===== src/rtl/qcw_pkg.sv =====
// Shared types and elaboration-time helpers for the QCW overcurrent detector.
package qcw_pkg;

  typedef enum logic [1:0] {
    IDLE    = 2'd0,
    ARMED   = 2'd1,
    TRIPPED = 2'd2,
    HOLDOFF = 2'd3
  } ocd_state_t;

  function automatic int midscale(input int adc_w);
    return 1 << (adc_w - 1);
  endfunction

  // Bits needed to hold values 0..n inclusive (at least one bit).
  function automatic int cnt_w(input int n);
    return (n <= 1) ? 1 : $clog2(n + 1);
  endfunction

endpackage


===== src/rtl/qcw_ocd_chan.sv =====
// One current channel: IIR low-pass, |y - midscale|, per-pulse peak and
// consecutive over-limit counter. at_limit flags the sample that completes a run.
module qcw_ocd_chan
  import qcw_pkg::*;
#(
  parameter int ADC_W        = 10,
  parameter int FRAC_W       = 8,
  parameter int FILTER_SHIFT = 1,
  parameter int OCD_LIMIT    = 400,
  parameter int TRIP_COUNT   = 2
) (
  input  logic             clk,
  input  logic             rst,
  input  logic             start,
  input  logic             adc_valid,
  input  logic             eval,
  input  logic             armed,
  input  logic [ADC_W-1:0] x,
  output logic [ADC_W-1:0] peak,
  output logic             at_limit
);

  localparam int ACC_W = ADC_W + FRAC_W;
  localparam int CW    = cnt_w(TRIP_COUNT);
  localparam logic [ADC_W-1:0] MID  = ADC_W'(midscale(ADC_W));
  localparam logic [ADC_W:0]   LIM  = (ADC_W+1)'(OCD_LIMIT);
  localparam logic [CW:0]      TRIP = (CW+1)'(TRIP_COUNT);
  localparam logic signed [ACC_W:0] FILT_RST =
    $signed((ACC_W+1)'(midscale(ADC_W) << FRAC_W));

  // Filter state carries one spare sign bit so the update stays in signed arithmetic.
  logic signed [ACC_W:0] filt;
  logic signed [ACC_W:0] diff;
  logic signed [ACC_W:0] step;
  logic [ADC_W-1:0]      y_int;
  logic [ADC_W-1:0]      mag;
  logic                  over;
  logic [CW-1:0]         cnt;
  logic [CW:0]           cnt_inc;

  assign diff    = $signed({1'b0, x, {FRAC_W{1'b0}}}) - filt;
  assign step    = diff >>> FILTER_SHIFT;
  assign y_int   = filt[ACC_W-1:FRAC_W];
  assign mag     = (y_int >= MID) ? (y_int - MID) : (MID - y_int);
  assign over    = {1'b0, mag} > LIM;
  assign cnt_inc = {1'b0, cnt} + (CW+1)'(1);
  assign at_limit = eval && armed && over && (cnt_inc >= TRIP);

  // Stage p0: filter update on every valid sample, regardless of detector state
  always_ff @(posedge clk or posedge rst) begin
    if (rst) begin
      filt <= FILT_RST;
    end else if (adc_valid) begin
      filt <= filt + step;
    end
  end

  // Stage p1: peak and run counter, evaluated one edge after the filter update
  always_ff @(posedge clk or posedge rst) begin
    if (rst) begin
      peak <= '0;
      cnt  <= '0;
    end else begin
      if (start) begin
        peak <= '0;
      end else if (eval && (mag > peak)) begin
        peak <= mag;
      end

      if (!armed) begin
        cnt <= '0;
      end else if (eval) begin
        if (!over) begin
          cnt <= '0;
        end else if (cnt_inc >= TRIP) begin
          cnt <= TRIP[CW-1:0];
        end else begin
          cnt <= cnt_inc[CW-1:0];
        end
      end
    end
  end

endmodule


===== src/rtl/qcw_ocd_mc.sv =====
// Multi-channel QCW overcurrent detector: per-channel detectors plus the
// trip/holdoff state machine that drives qcw_halt and reports faulting channels.
module qcw_ocd_mc
  import qcw_pkg::*;
#(
  parameter int N_CH           = 2,
  parameter int ADC_W          = 10,
  parameter int FRAC_W         = 8,
  parameter int FILTER_SHIFT   = 1,
  parameter int OCD_LIMIT      = 400,
  parameter int TRIP_COUNT     = 2,
  parameter int HOLDOFF_CYCLES = 1000,
  parameter int LATCH_FAULT    = 0
) (
  input  logic                  clk,
  input  logic                  rst,
  input  logic                  start,
  input  logic                  enable,
  input  logic                  clear_fault,
  input  logic                  adc_valid,
  input  logic [N_CH*ADC_W-1:0] adc_dout,
  output logic [N_CH*ADC_W-1:0] current_max,
  output logic                  qcw_halt,
  output logic [N_CH-1:0]       fault_ch,
  output logic [1:0]            ocd_state
);

  localparam int HW = cnt_w(HOLDOFF_CYCLES);
  localparam logic [HW-1:0] HOLD_LAST = HW'(HOLDOFF_CYCLES - 1);

  ocd_state_t      state, state_next;
  logic            eval;
  logic            armed;
  logic            trip;
  logic [N_CH-1:0] at_limit;
  logic [HW-1:0]   hold_cnt, hold_cnt_next;
  logic            halt_next;
  logic [N_CH-1:0] fault_next;

  assign armed     = (state == ARMED);
  assign trip      = |at_limit;
  assign ocd_state = state;

  for (genvar c = 0; c < N_CH; c++) begin : g_ch
    qcw_ocd_chan #(
      .ADC_W        (ADC_W),
      .FRAC_W       (FRAC_W),
      .FILTER_SHIFT (FILTER_SHIFT),
      .OCD_LIMIT    (OCD_LIMIT),
      .TRIP_COUNT   (TRIP_COUNT)
    ) u_chan (
      .clk       (clk),
      .rst       (rst),
      .start     (start),
      .adc_valid (adc_valid),
      .eval      (eval),
      .armed     (armed),
      .x         (adc_dout[c*ADC_W +: ADC_W]),
      .peak      (current_max[c*ADC_W +: ADC_W]),
      .at_limit  (at_limit[c])
    );
  end

  always_ff @(posedge clk or posedge rst) begin
    if (rst) begin
      state    <= IDLE;
      eval     <= 1'b0;
      hold_cnt <= '0;
      qcw_halt <= 1'b0;
      fault_ch <= '0;
    end else begin
      state    <= state_next;
      eval     <= adc_valid;
      hold_cnt <= hold_cnt_next;
      qcw_halt <= halt_next;
      fault_ch <= fault_next;
    end
  end

  always_comb begin
    state_next = state;
    case (state)
      IDLE:    if (enable) state_next = ARMED;
      // A completed trip takes priority over disarming on the same edge.
      ARMED: begin
        if (trip)         state_next = TRIPPED;
        else if (!enable) state_next = IDLE;
      end
      TRIPPED: begin
        if ((LATCH_FAULT == 0) || clear_fault) state_next = HOLDOFF;
      end
      HOLDOFF: begin
        if (hold_cnt == HOLD_LAST) state_next = enable ? ARMED : IDLE;
      end
      default: state_next = IDLE;
    endcase
  end

  always_comb begin
    halt_next     = (state_next == TRIPPED) || (state_next == HOLDOFF);
    hold_cnt_next = '0;
    fault_next    = fault_ch;
    if ((state == HOLDOFF) && (state_next == HOLDOFF)) begin
      hold_cnt_next = hold_cnt + HW'(1);
    end
    if ((state == ARMED) && (state_next == TRIPPED)) begin
      fault_next = at_limit;
    end else if ((state == HOLDOFF) && (state_next != HOLDOFF)) begin
      fault_next = '0;
    end
  end

endmodule


===== config.mk =====
export PLATFORM = sky130hd
export DESIGN_NAME = qcw_ocd_mc
export DESIGN_NICKNAME = d
export VERILOG_FILES = /design/src/rtl/qcw_pkg.sv /design/src/rtl/qcw_ocd_chan.sv /design/src/rtl/qcw_ocd_mc.sv
export SDC_FILE = /design/constraint.sdc
export NUM_CORES = 1
export LEC_CHECK = 0
export CAP_MARGIN = 20
export CORE_UTILIZATION = 40
export DETAILED_ROUTE_END_ITERATION = 8
export GPL_TIMING_DRIVEN = 0
export SETUP_SLACK_MARGIN = 0.02
export SYNTH_ARGS = -nofsm -noshare
export SYNTH_HDL_FRONTEND = slang
export SYNTH_SLANG_ARGS = --single-unit

===== constraint.sdc =====
create_clock -name clk -period 3.3 [get_ports clk]
set_clock_uncertainty 0.2 [all_clocks]
set_input_delay 0.66 -clock clk [delete_from_list [all_inputs] [get_ports clk]]
set_output_delay 0.66 -clock clk [all_outputs]
set_load 0.01 [all_outputs]

# [After elaboration in Yosys (flattened, before gate mapping)]
# Index checks and enable logic that the tools add are counted.
[word_totals] word_cells=77 ff_bits=78 in_bits=26
[op_classes] n_reduce_logical=16 n_mux=23 n_lt_le_gt_ge=8 add_sub_neg=11 eq_ne=8
[op_table] cell="10-bit 2-to-1 mux" count=7
[op_table] cell="19-bit by 18-bit adder with 19-bit output" count=2
[op_table] cell="19-bit subtractor" count=2
[op_table] cell="2-bit 2-to-1 mux" count=14
[op_table] cell="10-bit >= comparator, second input constant" count=2
[op_table] cell="10-bit greater-than comparator" count=2
[op_table] cell="10-bit by 9-bit greater-than comparator with 1-bit output, second input constant" count=2
[op_table] cell="10-bit subtractor, first input constant" count=2
[op_table] cell="10-bit subtractor, second input constant" count=2
[op_table] cell="10-bit by 1-bit adder with 10-bit output, second input constant" count=1
[op_table] cell="10-bit == test, second input constant" count=1
[op_table] cell="1-bit logical AND" count=10
[op_table] cell="2-bit == test, second input constant" count=4
[op_table] cell="2-bit case mux with 4 select lines" count=1
[op_table] cell="2-bit by 1-bit adder with 3-bit output, second input constant" count=2
[op_table] cell="3-bit by 2-bit >= comparator with 1-bit output, second input constant" count=2
[op_table] cell="2-bit nonzero test" count=3
[op_table] cell="2-bit != test, second input constant" count=2
[op_table] cell="2-bit by 1-bit == test with 1-bit output, second input constant" count=1
[op_table] cell="2-bit logical NOT" count=1
[op_table] cell="2-bit OR reduction" count=1
[op_table] cell="1-bit logical OR" count=1
[op_table] cell="1-bit 2-to-1 mux" count=1

# [Logic depth before layout (Yosys ltp)]
[depth] depth_word=12 mapped_depth=19 depth_no_buf=18

# [Hierarchy]
# From an unflattened synthesis, not the netlist that was laid out.
[unflattened] cells_unflattened=920 area_unflattened_um2=7811.2
[by_module_without_submodules] module="qcw_ocd_chan (g_ch[1].u_chan)" cells_per_inst=426 n_inst=1 area_each_um2=3553.4 seq_area_each_um2=777.0
[by_module_without_submodules] module="qcw_ocd_chan (g_ch[0].u_chan)" cells_per_inst=417 n_inst=1 area_each_um2=3510.9 seq_area_each_um2=777.0
[by_module_without_submodules] module="qcw_ocd_mc" cells_per_inst=77 n_inst=1 area_each_um2=747.0 seq_area_each_um2=400.4

# [Worst setup path before layout]
# OpenSTA, ideal clock, no wires.
[synth_timing] path_type="input to register" from="input port adc_dout[0]" to="register g_ch[0].u_chan.filt[15]" setup_time_ns=0.146 stages=16 path_buffers=1 slack_ns=-0.500 arrival_time_ns=3.453 cell_sequence="ha_1 > a41oi_1 > o21bai_1 > a21oi_1 > o21ai_0 > a21o_1 > a21oi_1 > xnor2_1 > ha_1 > clkbuf_1 > nand3_1 > o22a_1 > o31ai_4 > a211oi_1 > xor2_1 > mux2i_1"
[synth_via] elab_chain_len=2
[synth_rtl] item="start, declared" line="qcw_ocd_mc.sv:21" rtl="input logic [N_CH*ADC_W-1:0] adc_dout,"
[synth_rtl] item="19-bit subtractor" line="qcw_ocd_chan.sv:41" rtl="assign diff = $signed({1'b0, x, {FRAC_W{1'b0}}}) - filt;"
[synth_rtl] item="19-bit by 18-bit adder with 19-bit output" line="qcw_ocd_chan.sv:54" rtl="filt <= filt + step;"
[synth_rtl] item="end signal, assigned" line="qcw_ocd_chan.sv:54"
[synth_rtl] item="end, declared" line="qcw_ocd_chan.sv:32" rtl="logic signed [ACC_W:0] filt;"
# No other way between the ends.
# A chain may end at the register's enable or synchronous reset.

# [Final worst setup path]
[layout_timing] from="register g_ch[0].u_chan.filt[0]" to="register g_ch[0].u_chan.filt[18]"
[layout_via] elab_chain_len=2
[layout_rtl] item="19-bit subtractor" line="qcw_ocd_chan.sv:41"
[layout_rtl] item="19-bit by 18-bit adder with 19-bit output *" line="qcw_ocd_chan.sv:54"
# Every way passes the cells marked *; elsewhere a longest branch is shown, timed or not.

==> summary.txt <==
Layout
  • Nets@finish: around 1000
  • Final Core Density: a little under three fifths
  • Area grow syn2layout: 35.5%
  • Most frequent cells in the layout: 71 x buf_4, 64 x dfrtp_1, 60 x nor2_1
  • Share of layout cells above drive strength 1: a little over a quarter
  • # diodes: 0
  • Most common cell after layout, fill and taps aside: buf_4

Routing
  • DRT iter0 DRCs: approximately 250
  • Wirelength, routed: about 18000 um
  • DRC Markers: 0
  • Antenna-violating nets left: 0
  • Routed WL per cell: between 15 and 20 um
  • TritonRoute pass-1 iters: 5
  • Via count: about 6000
  • Vias per cell: between 5 and 6

CTS
  • Cts hold-fix bufs: 0
  • H-tree depth: 3
  • Clock Latency Late Sink: ~350 ps
  • CTS tree: yes
  • CTS Buf Count: 9
  • Root Driver: clkbuf_16
  • Worst-path clk slew: ~70 ps
  • Max clock buf depth: 2
  • Clk sinks: a little under 80

Floorplan
  • Die W: approximately 130 um
  • Num rows: 47
  • Die Y: 133 um
  • Initial core utilization: roughly two fifths
  • Die area: around 0.018 sq mm
  • Core region area: approximately 0.017 sq mm
  • I/O pins: between 50 and 60

Yosys
  • Ranking of synthesized cells by area: dfrtp_1 28%, ha_1 14%, xnor2_1 7.2%, mux2i_1 4.5%, a21oi_1 3.9%
  • Post-Syn Area per Cell: around 8.7 sq um
  • Register area share after synthesis: between 20 and 30%
  • EDFF count, synth: 0
  • Synthesis Warnings: 0
  • Syn Inst Count: 784
  • Post-Syn Nets: between 800 and 900
  • Async set-reset flop share out of synthesis: 100%
  • Post-Syn Area: 0.00685 sq mm
  • Synth Flop Type: dfrtp_1
  • Netlist cell types: 77
  • Yosys top cell area share: between 20% and 30%
  • Top cell type by total area after synthesis: dfrtp_1
  • Flops & latches, synth: a little under 80

Setup path
  • Critical Path Start Type: flip-flop
  • Worst r2r path cells: 19
  • Worst reg2reg startpoint: g_ch[0].u_chan.filt[0]$_DFFE_PP0P_
  • CP Max Fanout: 4
  • WP data required: between 3000 and 4000 ps
  • Reg2Reg Setup Slack: -390 ps
  • CP Class: reg2reg
  • Crit. End Element: flip-flop
  • Crit path DAT: around 3700 ps
  • RR Endpoint: g_ch[0].u_chan.filt[18]$_DFFE_PP0P_

Global routing
  • Vias in the first global route: about 5800
  • Largest net degree at the start of global routing: between 60 and 70
  • GRT overflow: 0
  • First-pass GRT wire length: around 28000 um
  • Initial antenna violation count: 0
  • Total track usage: between 10% and 20%

Timing
  • Fin crit share: 112%
  • Final Slew Violations: 0
  • Worst-Margin Slew: about 1000 ps
  • Minimum clock period: ~3700 ps
  • Achievable frequency: roughly 270 MHz
  • Endpoints failing setup: 17
  • RSZ-0062 raised after global routing: true
  • Worst setup margin: -388 ps
  • Worst hold slack: approximately 280 ps
  • Final hold violations: 0
  • Slew margin rel.: between 30 and 40%

Hold path
  • HP Start: hold_cnt[0]$_DFF_PP0_
  • Hold Path End: hold_cnt[0]$_DFF_PP0_
  • Hold Crit Class: reg2reg
  • Hold depth: 1

Placement
  • Dpl hpwl: 12200 um
  • Placer Congestion: ~0.8
  • IO Port Bufs: 48

Job
  • Max_cap viols: 0

Status
  • Status: finished with violations
  • Failing checks: setup timing
==> per-stage QoR <==
| stage | area [sq um] | instances | setup TNS [ps] | setup slack, ps |
|---|---|---|---|---|
| after floorplan | 6990 | 784 | -421 | -181 |
| after global placement | 7750 | 1052 | -96400 | -1100 |
| after detailed placement | 7780 | 1053 | -15280 | -1100 |
| after CTS | 8860 | 1121 | -2120 | -396 |
| after global routing | 9280 | 1143 | -5850 | -615 |
| final | 9280 | 1143 | -1800 | -388 |
==> sequential cells by signal, indices dropped and copies added, names as in the netlist <==
signal	count
g_ch.u_chan.peak	20
fault_ch	2
eval	1
g_ch.u_chan.cnt	4
ocd_state	2
g_ch.u_chan.filt	38
hold_cnt	10
qcw_halt	1
==> per-layer routing <==
metal / vias up / wire length [um] / GRT usage (%)
met5: - / 0 / 0
met2: 88 / 8520 / 33.1
met3: 17 / 460 / 3.18
li1: 3076 / - / -
met1: 2865 / 8350 / 26.8
met4: 0 / 201 / 4.53
==> logic make-up after synthesis <==
group / after synthesis / synth area share, %
adders and majority gates: 77 / 14.2
DFF: 78 / 28.5
buffers and inverters: 86 / 4.95
muxes: 38 / 5.68
and+or+nand+nor: 215 / 15.3
xor gates and xnor gates: 79 / 10.1
AOI/OAI and AO/OA: 211 / 21.2
==> worst max-delay path: stages, from the launching register on <==
cell	delay, ps
dfrtp_1	390
buf_6	140
inv_4	50
ha_4	140
nor4b_4	230
a31oi_1	120
nor2_1	190
a21oi_2	110
o21bai_1	160
xor2_1	90
ha_1	330
nand3_2	130
nor2_4	120
nand2_1	70
a311oi_2	290
nor2_2	110
o21ai_2	170
a31oi_2	130
xnor2_1	140
mux2_2	260
==> synthesized netlist by cell type, types with 3 or more instances <==
cell type	n
dfrtp_1	76
ha_1	76
nor2_1	69
inv_1	63
xnor2_1	56
nand2_1	55
a21oi_1	54
o21ai_0	40
mux2i_1	31
xor2_1	23
a21o_1	18
nand3_1	17
nor3_1	17
a31oi_1	15
clkbuf_1	15
nor2b_1	12
nand2b_1	11
o21a_1	9
o21bai_1	9
mux2_2	7
a211oi_1	6
or3_1	6
nand4_1	5
o21ai_1	5
o22ai_1	5
a22o_1	4
a32oi_1	4
a41oi_1	4
buf_2	4
o211ai_1	4
and2_1	3
nand4b_1	3
nor4_1	3
==> how the worst max path moves through the flow <==
stage | startpoint | to | slack (ps)
floorplan | adc_dout[10] | g_ch[1].u_chan.filt[18]$_DFFE_PP0P_ | -180
global placement | adc_dout[0] | g_ch[0].u_chan.filt[18]$_DFFE_PP0P_ | -1100
detailed placement | adc_dout[0] | g_ch[0].u_chan.filt[18]$_DFFE_PP0P_ | -1100
CTS | g_ch[0].u_chan.filt[0]$_DFFE_PP0P_ | g_ch[0].u_chan.filt[18]$_DFFE_PP0P_ | -400
global route | g_ch[0].u_chan.filt[0]$_DFFE_PP0P_ | g_ch[0].u_chan.filt[18]$_DFFE_PP0P_ | -620
finish | g_ch[0].u_chan.filt[0]$_DFFE_PP0P_ | g_ch[0].u_chan.filt[18]$_DFFE_PP0P_ | -390
==> timing repair <==
action                     in CTS  in global routing
buffers inserted               57                 26
setup endpoints to repair      38                 38
pin swaps                      69                 75
gates resized for setup       105                 59
==> final cells by class <==
cell class	instances	area (sq um)
buffer	21	124
fill	1520	7370
sequential	78	1970
clock buffer	10	229
clock inverter	6	68.8
tap	220	275
timing repair buffer	125	1100
multi-input combinational	620	5260
inverter	63	251
Power is not shown: default switching activity piles up to over one toggle a cycle in this logic, so the estimate is an artifact.
